===== config.mk =====
export PLATFORM = sky130hd
export DESIGN_NAME = baud_generator_frac
export DESIGN_NICKNAME = d
export VERILOG_FILES = /design/src/rtl/baud_generator_frac.sv
export SDC_FILE = /design/constraint.sdc
export NUM_CORES = 1
export LEC_CHECK = 0
export ABC_AREA = 1
export ABC_CLOCK_PERIOD_IN_PS = 2300
export BUFFER_PORTS_ARGS = -buffer_cell sky130_fd_sc_hd__clkbuf_2
export CORE_MARGIN = 2
export CORE_UTILIZATION = 35
export CTS_BUF_LIST = sky130_fd_sc_hd__clkbuf_8
export DETAILED_ROUTE_END_ITERATION = 10
export GPL_TIMING_DRIVEN = 0
export PLACE_DENSITY = 0.53
export SLEW_MARGIN = 20
export SYNTH_ARGS = -nofsm -noshare
export SYNTH_HDL_FRONTEND = slang
export SYNTH_SLANG_ARGS = --single-unit

===== constraint.sdc =====
create_clock -name clk -period 2.3 [get_ports clk]
set_clock_uncertainty 0.05 [all_clocks]
set_input_delay 0.23 -clock clk [delete_from_list [all_inputs] [get_ports clk]]
set_output_delay 0.23 -clock clk [all_outputs]
set_load 0.03 [all_outputs]

===== src/rtl/baud_generator_frac.sv =====
// Purpose: fractional-N prescaler giving an oversampling tick plus TX bit and RX mid-bit phase ticks.
// Latency: all ticks are registered; a tick appears the cycle after the edge on which the prescaler wraps.
// Backpressure: none; ticks are free-running pulses, re-aligned only by tx_sync / rx_sync.
module baud_generator_frac #(
  parameter int DIV_WIDTH     = 16,
  parameter int FRAC_WIDTH    = 4,
  parameter int SAMPLING_RATE = 16
) (
  input  logic                  clk,
  input  logic                  reset_n,
  input  logic                  enable,
  input  logic [DIV_WIDTH-1:0]  div_int,
  input  logic [FRAC_WIDTH-1:0] div_frac,
  input  logic                  div_load,
  input  logic                  tx_sync,
  input  logic                  rx_sync,
  output logic                  sample_tick,
  output logic                  tx_tick,
  output logic                  rx_tick,
  output logic                  div_err
);

  localparam int CW   = DIV_WIDTH + 1;
  localparam int OS_W = $clog2(SAMPLING_RATE);
  localparam logic [OS_W-1:0] OS_LAST = OS_W'(SAMPLING_RATE - 1);
  localparam logic [OS_W-1:0] OS_MID  = OS_W'(SAMPLING_RATE / 2 - 1);

  logic [DIV_WIDTH-1:0]  act_int, pend_int, int_nxt;
  logic [FRAC_WIDTH-1:0] act_frac, pend_frac, acc;
  logic                  pending;
  logic [CW-1:0]         cnt, period;
  logic [OS_W-1:0]       tx_os, rx_os;
  logic [FRAC_WIDTH:0]   acc_sum;
  logic                  run, tick_edge, apply;

  // Wrap detection, divisor apply point and fractional accumulator sum.
  always_comb begin
    run       = enable && !div_err;
    tick_edge = run && (cnt == period - CW'(1));
    // While stopped or stalled on an illegal divisor there is no tick to wait for,
    // so a pending divisor goes live immediately.
    apply     = pending && (!enable || div_err || tick_edge);
    acc_sum   = {1'b0, acc} + {1'b0, act_frac};
    int_nxt   = apply ? pend_int : act_int;
  end

  // Shadow/active divisor registers and the registered illegal-divisor flag.
  always_ff @(posedge clk or negedge reset_n) begin
    if (!reset_n) begin
      act_int   <= '1;
      act_frac  <= '0;
      pend_int  <= '0;
      pend_frac <= '0;
      pending   <= 1'b0;
      div_err   <= 1'b0;
    end else begin
      if (div_load) begin
        pend_int  <= div_int;
        pend_frac <= div_frac;
      end
      if (div_load) begin
        pending <= 1'b1;
      end else if (apply) begin
        pending <= 1'b0;
      end
      if (apply) begin
        act_int  <= pend_int;
        act_frac <= pend_frac;
      end
      div_err <= (int_nxt < DIV_WIDTH'(2));
    end
  end

  // Prescaler: cycle counter, fractional accumulator and the length of the current period.
  always_ff @(posedge clk or negedge reset_n) begin
    if (!reset_n) begin
      cnt    <= '0;
      acc    <= '0;
      period <= {1'b0, {DIV_WIDTH{1'b1}}};
    end else if (!enable) begin
      cnt    <= '0;
      acc    <= '0;
      period <= {1'b0, int_nxt};
    end else begin
      if (!run || tx_sync || tick_edge) begin
        cnt <= '0;
      end else begin
        cnt <= cnt + CW'(1);
      end
      if (apply) begin
        acc    <= '0;
        period <= {1'b0, pend_int};
      end else if (tx_sync) begin
        acc    <= '0;
        period <= {1'b0, act_int};
      end else if (tick_edge) begin
        acc    <= acc_sum[FRAC_WIDTH-1:0];
        period <= {1'b0, act_int} + CW'(acc_sum[FRAC_WIDTH]);
      end
    end
  end

  // TX/RX phase counters and the registered tick outputs; a sync suppresses its own tick.
  always_ff @(posedge clk or negedge reset_n) begin
    if (!reset_n) begin
      tx_os       <= '0;
      rx_os       <= '0;
      sample_tick <= 1'b0;
      tx_tick     <= 1'b0;
      rx_tick     <= 1'b0;
    end else if (!enable) begin
      tx_os       <= '0;
      rx_os       <= '0;
      sample_tick <= 1'b0;
      tx_tick     <= 1'b0;
      rx_tick     <= 1'b0;
    end else begin
      sample_tick <= tick_edge;
      tx_tick     <= tick_edge && !tx_sync && (tx_os == OS_LAST);
      rx_tick     <= tick_edge && !rx_sync && (rx_os == OS_MID);
      if (tx_sync) begin
        tx_os <= '0;
      end else if (tick_edge) begin
        tx_os <= (tx_os == OS_LAST) ? '0 : tx_os + OS_W'(1);
      end
      if (rx_sync) begin
        rx_os <= '0;
      end else if (tick_edge) begin
        rx_os <= (rx_os == OS_LAST) ? '0 : rx_os + OS_W'(1);
      end
    end
  end

endmodule

==> reports/results.tsv, run 1 <==
metric	value	unit
cts_tree	built	
use_met2	29.73	%
leakage	3.385	nW
fmax	0.3627	GHz
slew-limit-headroom	29.63	%
cts_buffers	9	
drtIter0Drc	301	
cp_top_family	simple AND/OR/NAND/NOR gates	
dp_hpwl	9378	um
std_cell_rows	44	
num_antenna_cells	0	
synthCells	677	
path_cells	ha_4 -> fa_2 -> a21oi_2 -> o21bai_1 -> ha_2 -> nand2_1 -> nor2_2 -> inv_2 -> nor3_4 -> nand3_2 -> nand3b_1 -> nor2_2 -> nand2_1 -> xor2_1 -> o21ai_1 -> nand3_1 -> o211ai_1	
synth_nets	714	
instances_no_fill	974	
required	2.55	ns
violations	negative setup slack	
grt_max_degree	74	
crit_buf_inv	1	
gp_congestion	0.9300	
first_pass_iters	6	
die_area	15810	um^2
h-tree-depth	3	
crit_arrival	3.01	ns
worst_pin_slew	1.052	ns
fin_crit	2.757	ns
yosysMostFrequentCell	nand2_1	
initial_core_util	35.69	%
fin_crit_sh	119.9	%
overflow	0	
layout.nets	822	
drv_cap	0	
status	complete, but fails checks	
synth-seq-cells	91	
slowest_stage	dfrtp_1	
worst_path_largest_cell_delay	0.41	ns
grt_first_pass_wirelength	22660	um
synth.area.top_cells	dfrtp_1, dfstp_2, nand2_1	
fp.dieW	125.7	um
antenna_found_initial	0	
ys_seq_area_share	44.67	%
wl	13940	um
ir_drop	581.9	uV
grt_use_met3	2.634	%
finalSetupViolations	66	
drive_above_1_share	34.94	%
portBuffers	29	
min-delay-path-class	in2reg	
multiInputGateArea	3142	um^2
clkSlewWorstSetupHoldPaths	0.10	ns
die_h	125.7	um
power.density	608.8	nW/um^2
start_kind	register	
finalPower	4.472	mW
path_class	reg2reg	
wire_per_inst	14.31	um
drc	0	
synth-edff-count	0	
hold_viol	0	
yosysWarnings	0	
syn_area_per_cell	7.662	um^2
fin_util	50.54	%
clock_sinks	91	
grt_pass1_vias	4686	
syn_to_final_growth	41.61	%
fin_ws	-0.4574	ns
yosys-top-cells-count	nand2_1, inv_1, nor2_1, nand3_1, dfrtp_1	
yosysUniqueCellTypes	38	
ys.flop_type	dfrtp_1	
slew_violations	0	
grt_busiest_layer	met2	
grt_usage	17.79	%
synth_largest_area_cell	dfrtp_1	
antenna_left	0	
core	14530	um^2
path_max_fanout	2	
num_io_pins	30	
root_buffer	clkbuf_8	
rrSetupSlack	-0.46	ns
groute.layer.met1.usage	22.56	%
routed_via_density	4.876	
regArea	2317	um^2
vias	4749	
rsz0062_at_grt	yes	
nFillCells	1413	
insertion_delay	0.39	ns
yosys.area.top_type_share	28.46	%
endpoint_kind	register	
ctsLongestPathBuffers	2	
async_reset_ff_share	100.0	%
dp.cells	891	
synth_area	5187	um^2
-- stage by stage --
step	setup TNS [ns]	hold WS [ns]	worst slack, ns	cell area, um^2
2_1_floorplan	-0.5112	-0.1156	-0.1091	5265
3_3_place_gp	-30.46	0.3818	-0.6170	5640
3_5_place_dp	-22.68	0.05718	-0.6507	5677
4_1_cts	-16.20	0.0008898	-0.4456	6827
5_1_grt	-24.98	0.01979	-0.6241	7346
6_report	-13.96	0.01159	-0.4574	7346
-- report_power, final --
part / internal, mW / switching, mW
combinational: 0.466 / 0.603
clock: 0.829 / 0.603
sequential: 1.80 / 0.166
total: 3.10 / 1.37
-- what timing repair did --
action	CTS	global route
setup endpoints to repair	71	71
gates cloned	4	1
pin swaps	28	31
hold buffers	18	0
buffers inserted	34	16
endpoints found under the hold margin	76	0
resized for setup	107	116
-- metal layers --
metal	share of wire (%)	up-vias
met1	44	2222
met5	0	-
met3	3.1	29
met4	2.8	0
met2	50	107
li1	-	2391
-- final cells by class --
| type | instances | share of cell area [%] |
|---|---|---|
| Multi-Input combinational cell | 487 | 42.77 |
| Sequential cell | 91 | 31.54 |
| Timing Repair Buffer | 98 | 12.11 |
| Inverter | 82 | 4.497 |
| Tap cell | 184 | 3.134 |
| Buffer | 16 | 2.351 |
| Clock inverter | 7 | 1.908 |
| Clock buffer | 9 | 1.686 |
-- cell usage in the layout (no fill, tap or decap), types with 7 or more instances in the layout --
cell,instances
o21ai_1,19
o211ai_1,8
buf_4,25
buf_6,22
nand3_2,15
xor2_1,21
inv_1,66
nor2_1,58
inv_2,8
nor3_1,7
o21ai_2,9
dfrtp_1,59
o21ai_0,20
nand2_2,26
nor2_2,10
clkbuf_2,28
clkbuf_8,10
dlygate4sd3_1,18
a21oi_1,7
nand3_1,42
xnor2_1,11
nand2_1,144
nand2_4,23
dfstp_2,32
-- path summary, 6_finish.rpt --
kind,start,endpoint,cells past startpoint
setup / recovery,acc[0]$_DFFE_PN0P_,period[15]$_DFFE_PN1P_,17
hold / removal,div_frac[0],pend_frac[0]$_DFFE_PN0P_,3
setup reg to reg,acc[0]$_DFFE_PN0P_,period[15]$_DFFE_PN1P_,17
hold reg to reg,pend_int[13]$_DFFE_PN0P_,pend_int[13]$_DFFE_PN0P_,2
max in group asynchronous,reset_n,act_int[8]$_DFF_PN1_,3
min in group asynchronous,reset_n,rx_os[2]$_DFFE_PN0P_,2
-- sequential cells by signal, indices dropped and copies added, names as in the netlist --
register and count:
rx_tick 1, pending 1, sample_tick 1, pend_frac 4, act_frac 4, rx_os 4
act_int 16, cnt 17, div_err 1, acc 4, pend_int 16, period 17
tx_os 4, tx_tick 1
-- tightest hold or removal path, cell delays in order --
cell	delay [ns]
clkbuf_2	0.08
nand2_1	0.04
o21ai_0	0.06
-- cells by family (layout without fill, tap and decap cells) --
family                   Yosys count  after routing  synth area share (%)
buffers and inverters             99            212                 7.766
adder cells (fa/ha/maj)           11             11                 2.798
AND/OR/NAND/NOR                  366            366                 30.97
XOR/XNOR                          32             32                 5.403
AO/OA/AOI/OAI                     78             78                 8.394
flip-flops                        91             91                 44.67
No activity file was read; power rests on OpenSTA's default activity.
==> run 2, diff against run 1 <==
--- a/config.mk
+++ b/config.mk
@@ -5,7 +5,7 @@
 export SDC_FILE = /design/constraint.sdc
 export NUM_CORES = 1
 export LEC_CHECK = 0
-export ABC_AREA = 1
+export ABC_AREA = 0
 export ABC_CLOCK_PERIOD_IN_PS = 2300
 export BUFFER_PORTS_ARGS = -buffer_cell sky130_fd_sc_hd__clkbuf_2
 export CORE_MARGIN = 2
==> run 2 against run 1 <==
The flow still finishes with violations (negative setup slack). Sequential power rose by 3%. Die area is 3.8% lower. Via count down 17%. Combinational power fell by 5%. First-iteration DRC count down 5.0%. Count of clock-buffer cells in the layout grew 2. Worst hold slack improved by 0.013 ns. Critical path type unchanged. Largest cell class unchanged. Highest routed layer unchanged.
==> reports/results.tsv, run 2 <==
metric	value	unit
worst_pin_slew	0.6948	ns
grt_usage	17.79	%
wl_met3	405	um
synth_largest_area_cell	dfrtp_1	
slew_violations	0	
met1_length	5934	um
drc	0	
holdPathStages	2	
hold_viol	0	
path_class	reg2reg	
worst_path_largest_cell_delay	0.42	ns
slew-limit-headroom	53.25	%
path_cells	nor4_4 -> buf_6 -> nand4b_1 -> mux2_2 -> a211oi_4 -> nor4_2 -> o21a_2 -> buf_12 -> buf_8 -> buf_4 -> a31oi_1 -> a22o_1	
place_ws	-0.9023	ns
yosysMostFrequentCell	dfrtp_1	
instances_no_fill	761	
rrSetupSlack	-0.69	ns
grt_max_degree	92	
met2_length	5870	um
grt_first_pass_wirelength	20630	um
slowest_stage	nor4_4	
status	complete, but fails checks	
drive_above_1_share	41.65	%
ys_seq_area_share	46.49	%
layout.nets	613	
h-tree-depth	3	
fin_crit	2.991	ns
insertion_delay	0.38	ns
rsz0062_at_grt	yes	
drv_cap	0	
path_max_fanout	7	
synth_nets	522	
yosysUniqueCellTypes	66	
final_cell_mix	dfrtp_1, dfstp_2, xnor2_1, buf_4, clkbuf_2	
crit_arrival	3.28	ns
fmax	0.3344	GHz
final.setup.tns	-38.85	ns
fin_crit_sh	130.0	%
portBuffers	29	
ir_drop	389.1	uV
top_regs	cnt x17, period x17	
min_to	pend_int[6]$_DFFE_PN0P_	
leakage	2.744	nW
wire_per_inst	16.43	um
final_common_cell	dfrtp_1	
min_from	div_int[6]	
die_h	123.3	um
routed_via_density	5.176	
yosys-top-cells-count	dfrtp_1, nand2_1, nor2_1, dfstp_2, xnor2_1	
rr_startpoint	period[3]$_DFFE_PN1P_	
ff2ff_path_depth	12	
synth_area	4985	um^2
cts_buffers	9	
clock_sinks	91	
ys.flop_type	dfrtp_1	
finalPower	4.195	mW
root_buffer	clkbuf_8	
syn_to_final_growth	32.40	%
drtIter0Drc	286	
num_antenna_cells	0	
crit_buf_inv	4	
cts_tree	built	
violations	negative setup slack	
dp_hpwl	8311	um
core	13880	um^2
fp.dieW	123.3	um
yosys.area.top_type_share	29.62	%
std_cell_rows	43	
required	2.59	ns
cp_top_family	compound AO/OA/AOI/OAI gates	
initial_core_util	35.91	%
die_area	15210	um^2
overflow	0	
num_io_pins	30	
vias	3939	
r2r_end	period[2]$_DFFE_PN1P_	
dp.cells	694	
gp_congestion	0.8380	
synth-edff-count	0	
async_reset_ff_share	100.0	%
synth.area.top_cells	dfrtp_1, dfstp_2, xnor2_1	
synth-seq-cells	91	
antenna_left	0	
endpoint_kind	register	
ctsLongestPathBuffers	2	
yosysWarnings	0	
clkSlewWorstSetupHoldPaths	0.10	ns
min-delay-path-class	in2reg	
topRoutingLayerUsed	met4	
finalSetupViolations	71	
syn_area_per_cell	10.28	um^2
synthCells	485	
start_kind	register	
power.density	635.6	nW/um^2
critical_path_depth	12	
wl	12510	um
fin_util	47.55	%
antenna_found_initial	0	
grt_pass1_vias	3997	
first_pass_iters	4	
fin_ws	-0.6907	ns
## run 2: worst reg2reg max path: stages (launching register included)
cell and delay (ns):
dfstp_2 0.40, nor4_4 0.42, buf_6 0.18, nand4b_1 0.14
mux2_2 0.33, a211oi_4 0.35, nor4_2 0.10, o21a_2 0.22
buf_12 0.14, buf_8 0.13, buf_4 0.13, a31oi_1 0.18
a22o_1 0.16
## run 2: worst max path at each step
stage / slack (ns) / start / to
2_1_floorplan: -0.49 / period[9]$_DFFE_PN1P_ / period[11]$_DFFE_PN1P_
3_3_place_gp: -0.86 / period[9]$_DFFE_PN1P_ / period[12]$_DFFE_PN1P_
3_5_place_dp: -0.90 / period[9]$_DFFE_PN1P_ / period[12]$_DFFE_PN1P_
4_1_cts: -0.60 / period[5]$_DFFE_PN1P_ / period[2]$_DFFE_PN1P_
5_1_grt: -0.82 / period[9]$_DFFE_PN1P_ / period[2]$_DFFE_PN1P_
6_report: -0.69 / period[3]$_DFFE_PN1P_ / period[2]$_DFFE_PN1P_
## run 2: final cells by class
type	instances	area, um^2
inverter	25	101.3
multi-input combinational	353	2844
tap	180	225.2
fill	1286	7281
clock inverter	5	52.55
sequential	91	2317
clock buffer	11	151.4
buffer	13	142.6
timing repair buffer	83	765.7
## run 2: cell families after synthesis
| logic type | Yosys count | synth area share, % |
|---|---|---|
| XOR/XNOR | 49 | 8.609 |
| adder cells (fa/ha/maj) | 11 | 2.912 |
| multiplexers | 45 | 9.789 |
| flip-flops | 91 | 46.49 |
| buffers and inverters | 41 | 3.690 |
| AO/OA/AOI/OAI | 80 | 10.89 |
| AND/OR/NAND/NOR | 168 | 17.62 |
## run 2: what timing repair did
| action | 4_1_cts | 5_1_grt |
|---|---|---|
| setup endpoints to repair | 71 | 71 |
| hold buffers | 1 | 0 |
| pin swaps | 23 | 7 |
| buffers inserted | 39 | 9 |
| gates resized for setup | 73 | 29 |
| cloned | 5 | 1 |
| endpoints found under the hold margin | 59 | 0 |
## run 2: report_power, final
group	internal, mW	total [mW]	switching, mW
Combinational	0.522	1.02	0.493
Clock	0.557	1.16	0.599
Sequential	1.82	2.02	0.201
Total	2.90	4.20	1.29
## run 2: stage by stage
stage	area (um^2)	hold WS [ns]
6_report	6600	0.02424
4_1_cts	6416	0.007182
2_1_floorplan	5121	-0.1156
3_5_place_dp	5500	0.3038
5_1_grt	6600	0.01204
3_3_place_gp	5492	0.4127
## run 2: metal layers
layer,vias to the layer above,global-route usage (%)
li1,1910,-
met1,1908,24.08
met2,99,28.71
met3,22,2.583
met4,0,7.031
met5,-,0
